`src/rtl/fht_ctrl.sv`:
```
// Sequencer for an in-place radix-2 FHT engine: walks every stage through a
// full bank read sweep, waits out the butterfly pipeline, then advances.
module fht_ctrl #(
    parameter int ADDR_BIT   = 8,
    parameter int SEC_BIT    = 4,
    parameter int STG_BIT    = 4,
    parameter int LAST_STAGE = 9,
    parameter int PIPE_LAT   = 4,
    parameter int W_ADDR_BIT = 9
) (
    input  logic                  iCLK,
    input  logic                  iRESET,
    input  logic                  iSTART,
    output logic                  oBUSY,
    output logic                  oDONE,
    output logic [STG_BIT-1:0]    oSTAGE,
    output logic                  oST_ZERO,
    output logic                  oST_LAST,
    output logic                  o2ND_PART_SUBSECTOR,
    output logic [SEC_BIT-1:0]    oSECTOR,
    output logic [ADDR_BIT-1:0]   oRD_ADDR,
    output logic [ADDR_BIT-1:0]   oWR_ADDR,
    output logic                  oWR_EN,
    output logic [W_ADDR_BIT-1:0] oROM_ADDR
);
    typedef enum logic [2:0] {S_IDLE, S_READ, S_DRAIN, S_NEXT, S_DONE} state_t;

    typedef struct packed {
        logic                vld;
        logic                sub;
        logic [ADDR_BIT-1:0] addr;
    } wr_t;

    localparam logic [STG_BIT-1:0]  LAST_S     = STG_BIT'(LAST_STAGE);
    localparam logic [ADDR_BIT-1:0] RD_LAST    = '1;
    localparam logic [3:0]          DRAIN_INIT = 4'(PIPE_LAT - 1);
    localparam int                  PW         = PIPE_LAT * $bits(wr_t);

    state_t                  state;
    logic [STG_BIT-1:0]      stage;
    logic [ADDR_BIT-1:0]     rd_cnt;
    logic [3:0]              dcnt;
    logic                    busy, done, st_zero, st_last;
    logic [W_ADDR_BIT-1:0]   rom_addr;
    wr_t                     wr_in;
    wr_t [PIPE_LAT:1]        wr_pipe;

    // Twiddle index: butterfly number within its group, scaled to the ROM span.
    function automatic logic [W_ADDR_BIT-1:0] rom_fn(input logic [ADDR_BIT-1:0] rd,
                                                     input logic [STG_BIT-1:0]  stg);
        logic [31:0] idx;
        idx = 32'(rd >> 1) & ((32'd1 << stg) - 32'd1);
        idx = idx << (LAST_STAGE - 32'(stg));
        return idx[W_ADDR_BIT-1:0];
    endfunction

    // Bits beyond the address width shift out to zero, so no range guard needed.
    function automatic logic sub_fn(input logic [ADDR_BIT-1:0] rd,
                                    input logic [STG_BIT-1:0]  stg);
        logic [ADDR_BIT-1:0] t;
        t = rd >> (32'(stg) + 32'd1);
        return t[0];
    endfunction

    always_ff @(posedge iCLK or negedge iRESET) begin
        if (!iRESET) begin
            state    <= S_IDLE;
            stage    <= '0;
            rd_cnt   <= '0;
            dcnt     <= '0;
            busy     <= 1'b0;
            done     <= 1'b0;
            st_zero  <= 1'b0;
            st_last  <= 1'b0;
            rom_addr <= '0;
        end else begin
            case (state)
                S_IDLE: if (iSTART) begin
                    state   <= S_READ;
                    stage   <= '0;
                    rd_cnt  <= '0;
                    busy    <= 1'b1;
                    st_zero <= 1'b1;
                    st_last <= (LAST_S == '0);
                end
                S_READ: if (rd_cnt == RD_LAST) begin
                    state    <= S_DRAIN;
                    rd_cnt   <= '0;
                    dcnt     <= DRAIN_INIT;
                    rom_addr <= '0;
                end else begin
                    rd_cnt   <= rd_cnt + 1'b1;
                    rom_addr <= rom_fn(rd_cnt + 1'b1, stage);
                end
                // The last write of the stage leaves the pipe in the final drain cycle.
                S_DRAIN: if (dcnt == '0) begin
                    if (stage == LAST_S) begin
                        state <= S_DONE;
                        done  <= 1'b1;
                    end else begin
                        state <= S_NEXT;
                    end
                end else begin
                    dcnt <= dcnt - 1'b1;
                end
                S_NEXT: begin
                    state   <= S_READ;
                    stage   <= stage + 1'b1;
                    rd_cnt  <= '0;
                    st_zero <= 1'b0;
                    st_last <= ((stage + 1'b1) == LAST_S);
                end
                S_DONE: begin
                    state   <= S_IDLE;
                    stage   <= '0;
                    done    <= 1'b0;
                    busy    <= 1'b0;
                    st_zero <= 1'b0;
                    st_last <= 1'b0;
                end
                default: state <= S_IDLE;
            endcase
        end
    end

    always_comb begin
        wr_in      = '0;
        wr_in.vld  = (state == S_READ);
        wr_in.sub  = sub_fn(rd_cnt, stage);
        wr_in.addr = rd_cnt;
    end

    // Write side trails the read side by exactly the butterfly latency.
    always_ff @(posedge iCLK or negedge iRESET) begin
        if (!iRESET) wr_pipe <= '0;
        else         wr_pipe <= PW'({wr_pipe, wr_in});
    end

    assign oBUSY               = busy;
    assign oDONE               = done;
    assign oSTAGE              = stage;
    assign oST_ZERO            = st_zero;
    assign oST_LAST            = st_last;
    assign oSECTOR             = rd_cnt[ADDR_BIT-1 -: SEC_BIT];
    assign oRD_ADDR            = rd_cnt;
    assign oROM_ADDR           = rom_addr;
    assign oWR_EN              = wr_pipe[PIPE_LAT].vld;
    assign oWR_ADDR            = wr_pipe[PIPE_LAT].addr;
    assign o2ND_PART_SUBSECTOR = wr_pipe[PIPE_LAT].sub;
endmodule

```
`config.mk`:
```
export PLATFORM = sky130hd
export DESIGN_NAME = fht_ctrl
export DESIGN_NICKNAME = d
export VERILOG_FILES = /design/src/rtl/fht_ctrl.sv
export SDC_FILE = /design/constraint.sdc
export NUM_CORES = 1
export LEC_CHECK = 0
export CAP_MARGIN = 40
export CORE_ASPECT_RATIO = 1.1
export CORE_MARGIN = 8
export CORE_UTILIZATION = 52
export CTS_BUF_LIST = sky130_fd_sc_hd__clkbuf_4 sky130_fd_sc_hd__clkbuf_8
export DETAILED_ROUTE_END_ITERATION = 16
export PLACE_DENSITY = 0.78
export SLEW_MARGIN = 20
export SYNTH_ARGS = -nofsm -noshare
export SYNTH_HDL_FRONTEND = slang
export SYNTH_SLANG_ARGS = --single-unit
```
`constraint.sdc`:
```
create_clock -name iCLK -period 2.91 [get_ports iCLK]
set_clock_uncertainty 0.1 [all_clocks]
set_input_delay 0.4365 -clock iCLK [delete_from_list [all_inputs] [get_ports iCLK]]
set_output_delay 0.4365 -clock iCLK [all_outputs]
set_load 0.01 [all_outputs]
```
After elaboration in Yosys (flattened, before gate mapping)
Index checks and enable logic that the tools add are counted.
{"block": "op_classes", "add_sub_neg": 6, "mul": 0, "n_div": 0, "order_cmp": 0, "n_eq_ne": 12, "shift": 3, "n_mux": 22, "n_bitwise": 1, "reduce_logical": 16}
{"cell": "AND 7 x 32 -> 32 bit", "count": 1}
{"cell": "<< shifter 1 x 4 -> 32 bit, first input constant", "count": 1}
{"cell": "<< shifter 32 x 32 -> 9 bit", "count": 1}
{"cell": "subtractor 32 x 1 -> 32 bit, second input constant", "count": 1}
{"cell": "one-hot mux 8 bit (3 select lines)", "count": 1}
{"cell": "2-to-1 mux 8 bit", "count": 2}
{"cell": "2-to-1 mux 3 bit", "count": 4}
{"cell": "2-to-1 mux 4 bit", "count": 3}
{"cell": "one-hot mux 3 bit (4 select lines)", "count": 1}
{"cell": "one-hot mux 4 bit (3 select lines)", "count": 1}
{"cell": "2-to-1 mux 9 bit", "count": 1}
{"cell": "AND reduction 3 bit", "count": 3}
{"cell": "adder 8 x 1 -> 8 bit, second input constant", "count": 1}
{"cell": "== test 4 bit, second input constant", "count": 2}
{"cell": "== test 8 bit, second input constant", "count": 1}
{"cell": "inequality test 2 bit, second input constant", "count": 4}
{"cell": "one-hot mux 4 bit (2 select lines)", "count": 1}
{"cell": "AND reduction 2 bit", "count": 4}
{"cell": "nonzero test 2 bit", "count": 4}
{"cell": "right shift 8 x 5 -> 1 bit", "count": 1}
{"cell": "== test 3 x 2 -> 1 bit, second input constant", "count": 2}
{"cell": "one-hot mux 1 bit (2 select lines)", "count": 3}
{"cell": "nonzero test 3 bit", "count": 2}
{"cell": "adder 4 x 1 -> 5 bit, second input constant", "count": 1}
{"cell": "other kinds (11)", "count": 14}
{"block": "totals", "reg_bits": 72, "latch_bits": 0, "ramBits": 0, "rom_bits": 0, "inputBits": 3, "word_cells": 81, "n_memories": 0}

Logic depth before layout (Yosys ltp)
{"block": "depth", "depth_word": 5, "mapped_depth": 11, "ltp_nobuf": 10}

Worst setup path after synthesis
Ideal clock, no wire load.
{"block": "synth_path", "path_type": "register to register", "startpoint": "register stage[1] (netlist: oSTAGE[1])", "endpoint": "register rom_addr[7] (netlist: oROM_ADDR[7])", "setup_ns": 0.094, "arrival_ns": 3.075, "required_ns": 2.716, "setup_slack_ns": -0.359, "path_stages_with_launch": 12, "n_path_buf": 1, "synth_period_minus_slack_ns": 3.269, "path_cell_list": "dfrtp_1 -> inv_1 -> ha_1 -> clkbuf_1 -> or3b_2 -> ha_1 -> nand2b_4 -> mux2i_1 -> a21oi_1 -> or4_4 -> a21o_1 -> a221oi_2"}
{"block": "synth_between", "elab_chain_cells": 5, "elab_cells_between_ends": 6, "cone_classes": "add/sub (2); shift (2); mux (1); bitwise (1)"}
{"item": "start, declared", "line_no": "40", "rtl": "logic [STG_BIT-1:0] stage;"}
{"item": "start signal, assigned", "line_no": "108", "rtl": "stage <= stage + 1'b1;"}
{"item": "<< shifter 1 x 4 -> 32 bit", "line_no": "52", "rtl": "idx = 32'(rd >> 1) & ((32'd1 << stg) - 32'd1);"}
{"item": "subtractor 32 x 1 -> 32 bit", "line_no": "52"}
{"item": "AND 7 x 32 -> 32 bit", "line_no": "52"}
{"item": "<< shifter 32 x 32 -> 9 bit *", "line_no": "53", "rtl": "idx = idx << (LAST_STAGE - 32'(stg));"}
{"item": "2-to-1 mux 9 bit *", "line_no": "86", "rtl": "S_READ: if (rd_cnt == RD_LAST) begin"}
{"item": "end signal, assigned", "line_no": "93", "rtl": "rom_addr <= rom_fn(rd_cnt + 1'b1, stage);"}
{"item": "end, declared", "line_no": "44", "rtl": "logic [W_ADDR_BIT-1:0] rom_addr;"}
Mark *: on every way between the ends. The rest lies on a longest branch, timed or not.
A chain may end at the register's enable or synchronous reset.

Final worst setup path
Same ends and word-level chain as after synthesis.

==> metrics <==
H-tree lvl count=3; Die Y=slightly above 100 um; Resized cells post-CTS=0; Slew Viols, Final=0; Top Ports=42; Final Non-Filler Cells=about 460; GRT overflow=0; reg2reg path depth=10; sequential element share of the synthesized area=roughly half; Inst Count DP=about 440; Setup Fix Bufs, Post-CTS=0; Syn Std Cell Area=roughly 3500 um2; Final Cycle Share=approximately 94%; vias=between 2000 and 3000; Bufs on Longest Clock Path=2; fin crit period=about 2700 ps; Mapped Nets=about 360; Core Rows=31; residual DRC count=0; required time of the critical path=3080 ps; critical path, cell by cell=inv_2, ha_1, or3b_4, ha_4, nand2b_4, mux2i_1, a21oi_1, or4_4, a21o_1, a221oi_2; setup TNS=0 ps; Crit Reg-Reg Startpoint=oSTAGE[1]; YS warnings=0; CTS tree=done; max_cap viols=0; largest net degree at the start of global routing=44; Reg2Reg Setup Slack=between 150 and 200 ps; global-route wire length before repair=approximately 13000 um; DP HPWL=between 5000 and 6000 um; post-DR vias/cell=about 6; Sink Count=just over 70; CP Class=reg2reg; syn avg cell area=10.40 um2; Final Setup Violations=0; initial antenna violation count=0; Register Area=1803 um2; FF+latch count, synth=between 70 and 80; ys flop type=dfrtp_1; Detailed Route WL=between 7000 and 8000 um; TritonCTS Buffers=9; asr flop ratio synth=100.0%; Worst-path clk slew=~90 ps; Fillers=between 500 and 600; die width=roughly 95 um; Hold WC Path Type=in2async; Synth cell types=67; DR WL/cell=17.42 um; Root Driver=clkbuf_8; GRT Total Usage=between 15 and 20%; Critical Path Source Type=register; Worst-Margin Slew=~690 ps; Setup crit end kind=register; die area=between 9000 and 10000 um2; RSZ-0062 raised after global routing=no; Post-synth EDFFs=0; P_leak=about 0.0017 uW; Initial Utilization=a little over half; ANT nets after route=0; worst vdd ir=around 0.00027 V; Design Area, Final=roughly 4000 um2; share of layout cells above drive strength 1=between 10% and 20%; hold_buf cts=0; layout overhead on the synthesized area=16.31%; Reg2Reg Capture Point=oROM_ADDR[7]; Worst slew margin=a little over half; antenna fix cells=0; Final Hold Viols=0; Core ar.=roughly 6600 um2; outcome=complete, no violations; WP data arrival=2910 ps; Placement Cell Area=around 3900 um2; gpl congestion=roughly 0.9; 1st-iter DRT viols=between 200 and 250; nets=roughly 380; port bufs=between 40 and 50; CP Buf/Inv Count=1; Fmax=0.3647 GHz; DR pass1 iterations=5; area of the multi-input gates=1465 um2; PD cells=about 430 nW/um2; largest stage delay on the critical path=roughly 500 ps; crit path max fanout=8; number of global-route vias before repair=between 2000 and 3000; Post-Synthesis Cells=340; Slowest cell on crit path=or4_4; CP delay by family, top=simple AND/OR/NAND/NOR gates; Skew-Pair Late Insertion Delay=360 ps
-- worst max path at each step --
stage / endpoint / slack (ps) / cells past startpoint / startpoint
2_1_floorplan: oROM_ADDR[7] / 5 / 11 / oSTAGE[1]
3_3_place_gp: oROM_ADDR[7] / 240 / 10 / oSTAGE[1]
3_5_place_dp: oROM_ADDR[7] / 170 / 10 / oSTAGE[1]
4_1_cts: oROM_ADDR[7] / 170 / 10 / oSTAGE[1]
5_1_grt: oROM_ADDR[7] / 30 / 10 / oSTAGE[1]
6_report: oROM_ADDR[7] / 170 / 10 / oSTAGE[1]
-- cell usage after synthesis (2+ instances only) --
| cell type | number | share of area, % |
|---|---|---|
| a21oi_1 | 18 | 2.5 |
| or3_1 | 3 | 0.53 |
| nand3_1 | 11 | 1.6 |
| o211ai_1 | 4 | 0.85 |
| o21ai_1 | 2 | 0.28 |
| nor3_1 | 6 | 0.85 |
| buf_6 | 2 | 0.64 |
| a21o_1 | 4 | 0.85 |
| clkbuf_1 | 9 | 0.96 |
| nand2b_1 | 2 | 0.35 |
| a41oi_1 | 3 | 0.74 |
| a211oi_1 | 2 | 0.42 |
| inv_1 | 9 | 0.96 |
| buf_2 | 2 | 0.28 |
| o22ai_1 | 2 | 0.35 |
| nor2b_1 | 5 | 0.88 |
| or4_1 | 2 | 0.42 |
| a22oi_1 | 2 | 0.42 |
| dfrtp_1 | 72 | 51 |
| nand4_1 | 2 | 0.35 |
| a31oi_1 | 3 | 0.53 |
| a22o_1 | 5 | 1.2 |
| inv_2 | 2 | 0.21 |
| a32o_1 | 2 | 0.57 |
| o21a_1 | 3 | 0.64 |
| buf_4 | 22 | 4.7 |
| ha_1 | 12 | 4.2 |
| xnor2_1 | 4 | 0.99 |
| o31ai_1 | 4 | 0.85 |
| nand2b_4 | 2 | 0.78 |
| nand2_1 | 31 | 3.3 |
| nor2_1 | 20 | 2.1 |
| o21ai_0 | 29 | 4.1 |
| mux2i_1 | 5 | 1.4 |
| and4_1 | 2 | 0.50 |
-- layer usage --
| layer | global-route usage, % | part of all wire, % | up-vias |
|---|---|---|---|
| li1 | - | - | 1271 |
| met1 | 22.30 | 46 | 1301 |
| met2 | 27.62 | 47 | 72 |
| met3 | 4.588 | 5.6 | 15 |
| met4 | 7.212 | 1.9 | 0 |
| met5 | 0 | 0 | - |
-- cell usage in the layout, fill, tap and decap left out, types with 8 or more instances in the layout --
master and instances:
a21oi_1 18, buf_4 11, clkbuf_8 9, clkdlybuf4s50_1 40, dfrtp_1 71, ha_1 11, inv_1 8, nand2_1 31
nand3_1 11, nor2_1 20, o21ai_0 29
-- where the power goes --
group          internal, uW  total (uW)  leakage (uW)  switching (uW)
combinational          5.20        25.9      0.000827            20.7
sequential             1000        1000      0.000802               0
clock                   324         748     0.0000848             424
-- logic make-up after synthesis --
kind of cell | count (synthesis) | share of synthesized area (%)
AND/OR/NAND/NOR | 98 | 14.79
buffers and inverters | 49 | 8.065
flip-flops | 72 | 50.94
multiplexers | 6 | 2.052
XOR/XNOR | 5 | 1.238
adder cells (fa/ha/maj) | 12 | 4.245
AO/OA/AOI/OAI | 98 | 18.68
-- cell type report --
cell class / instances / share of cell area (%)
clock inverters: 7 / 1.460
flip-flops and latches: 72 / 43.83
well taps: 82 / 2.494
inverters: 13 / 1.247
clock buffers: 9 / 3.011
repair buffers: 53 / 12.35
multi-input cells: 219 / 35.61
-- stage by stage --
stage	utilization, %	total power [uW]	worst slack, ps	hold slack (ps)
floorplan	-	1021	4.577	40.91
global placement	59.60	1046	242.7	231.7
detailed placement	59.60	1047	173.0	234.7
CTS	62.39	1790	167.1	34.34
global route	62.39	1837	26.38	68.73
finish	62.39	1773	168.1	7.771
-- sequential cells by signal, summed over array words and instances, names as in the netlist --
register,flops
dcnt,4
oBUSY,1
oWR_ADDR,8
o2ND_PART_SUBSECTOR,1
oDONE,1
oRD_ADDR,8
oSTAGE,4
wr_pipe,30
oROM_ADDR,9
oST_ZERO,1
oST_LAST,1
oWR_EN,1
state,3
(Power assumes the default switching activity.)
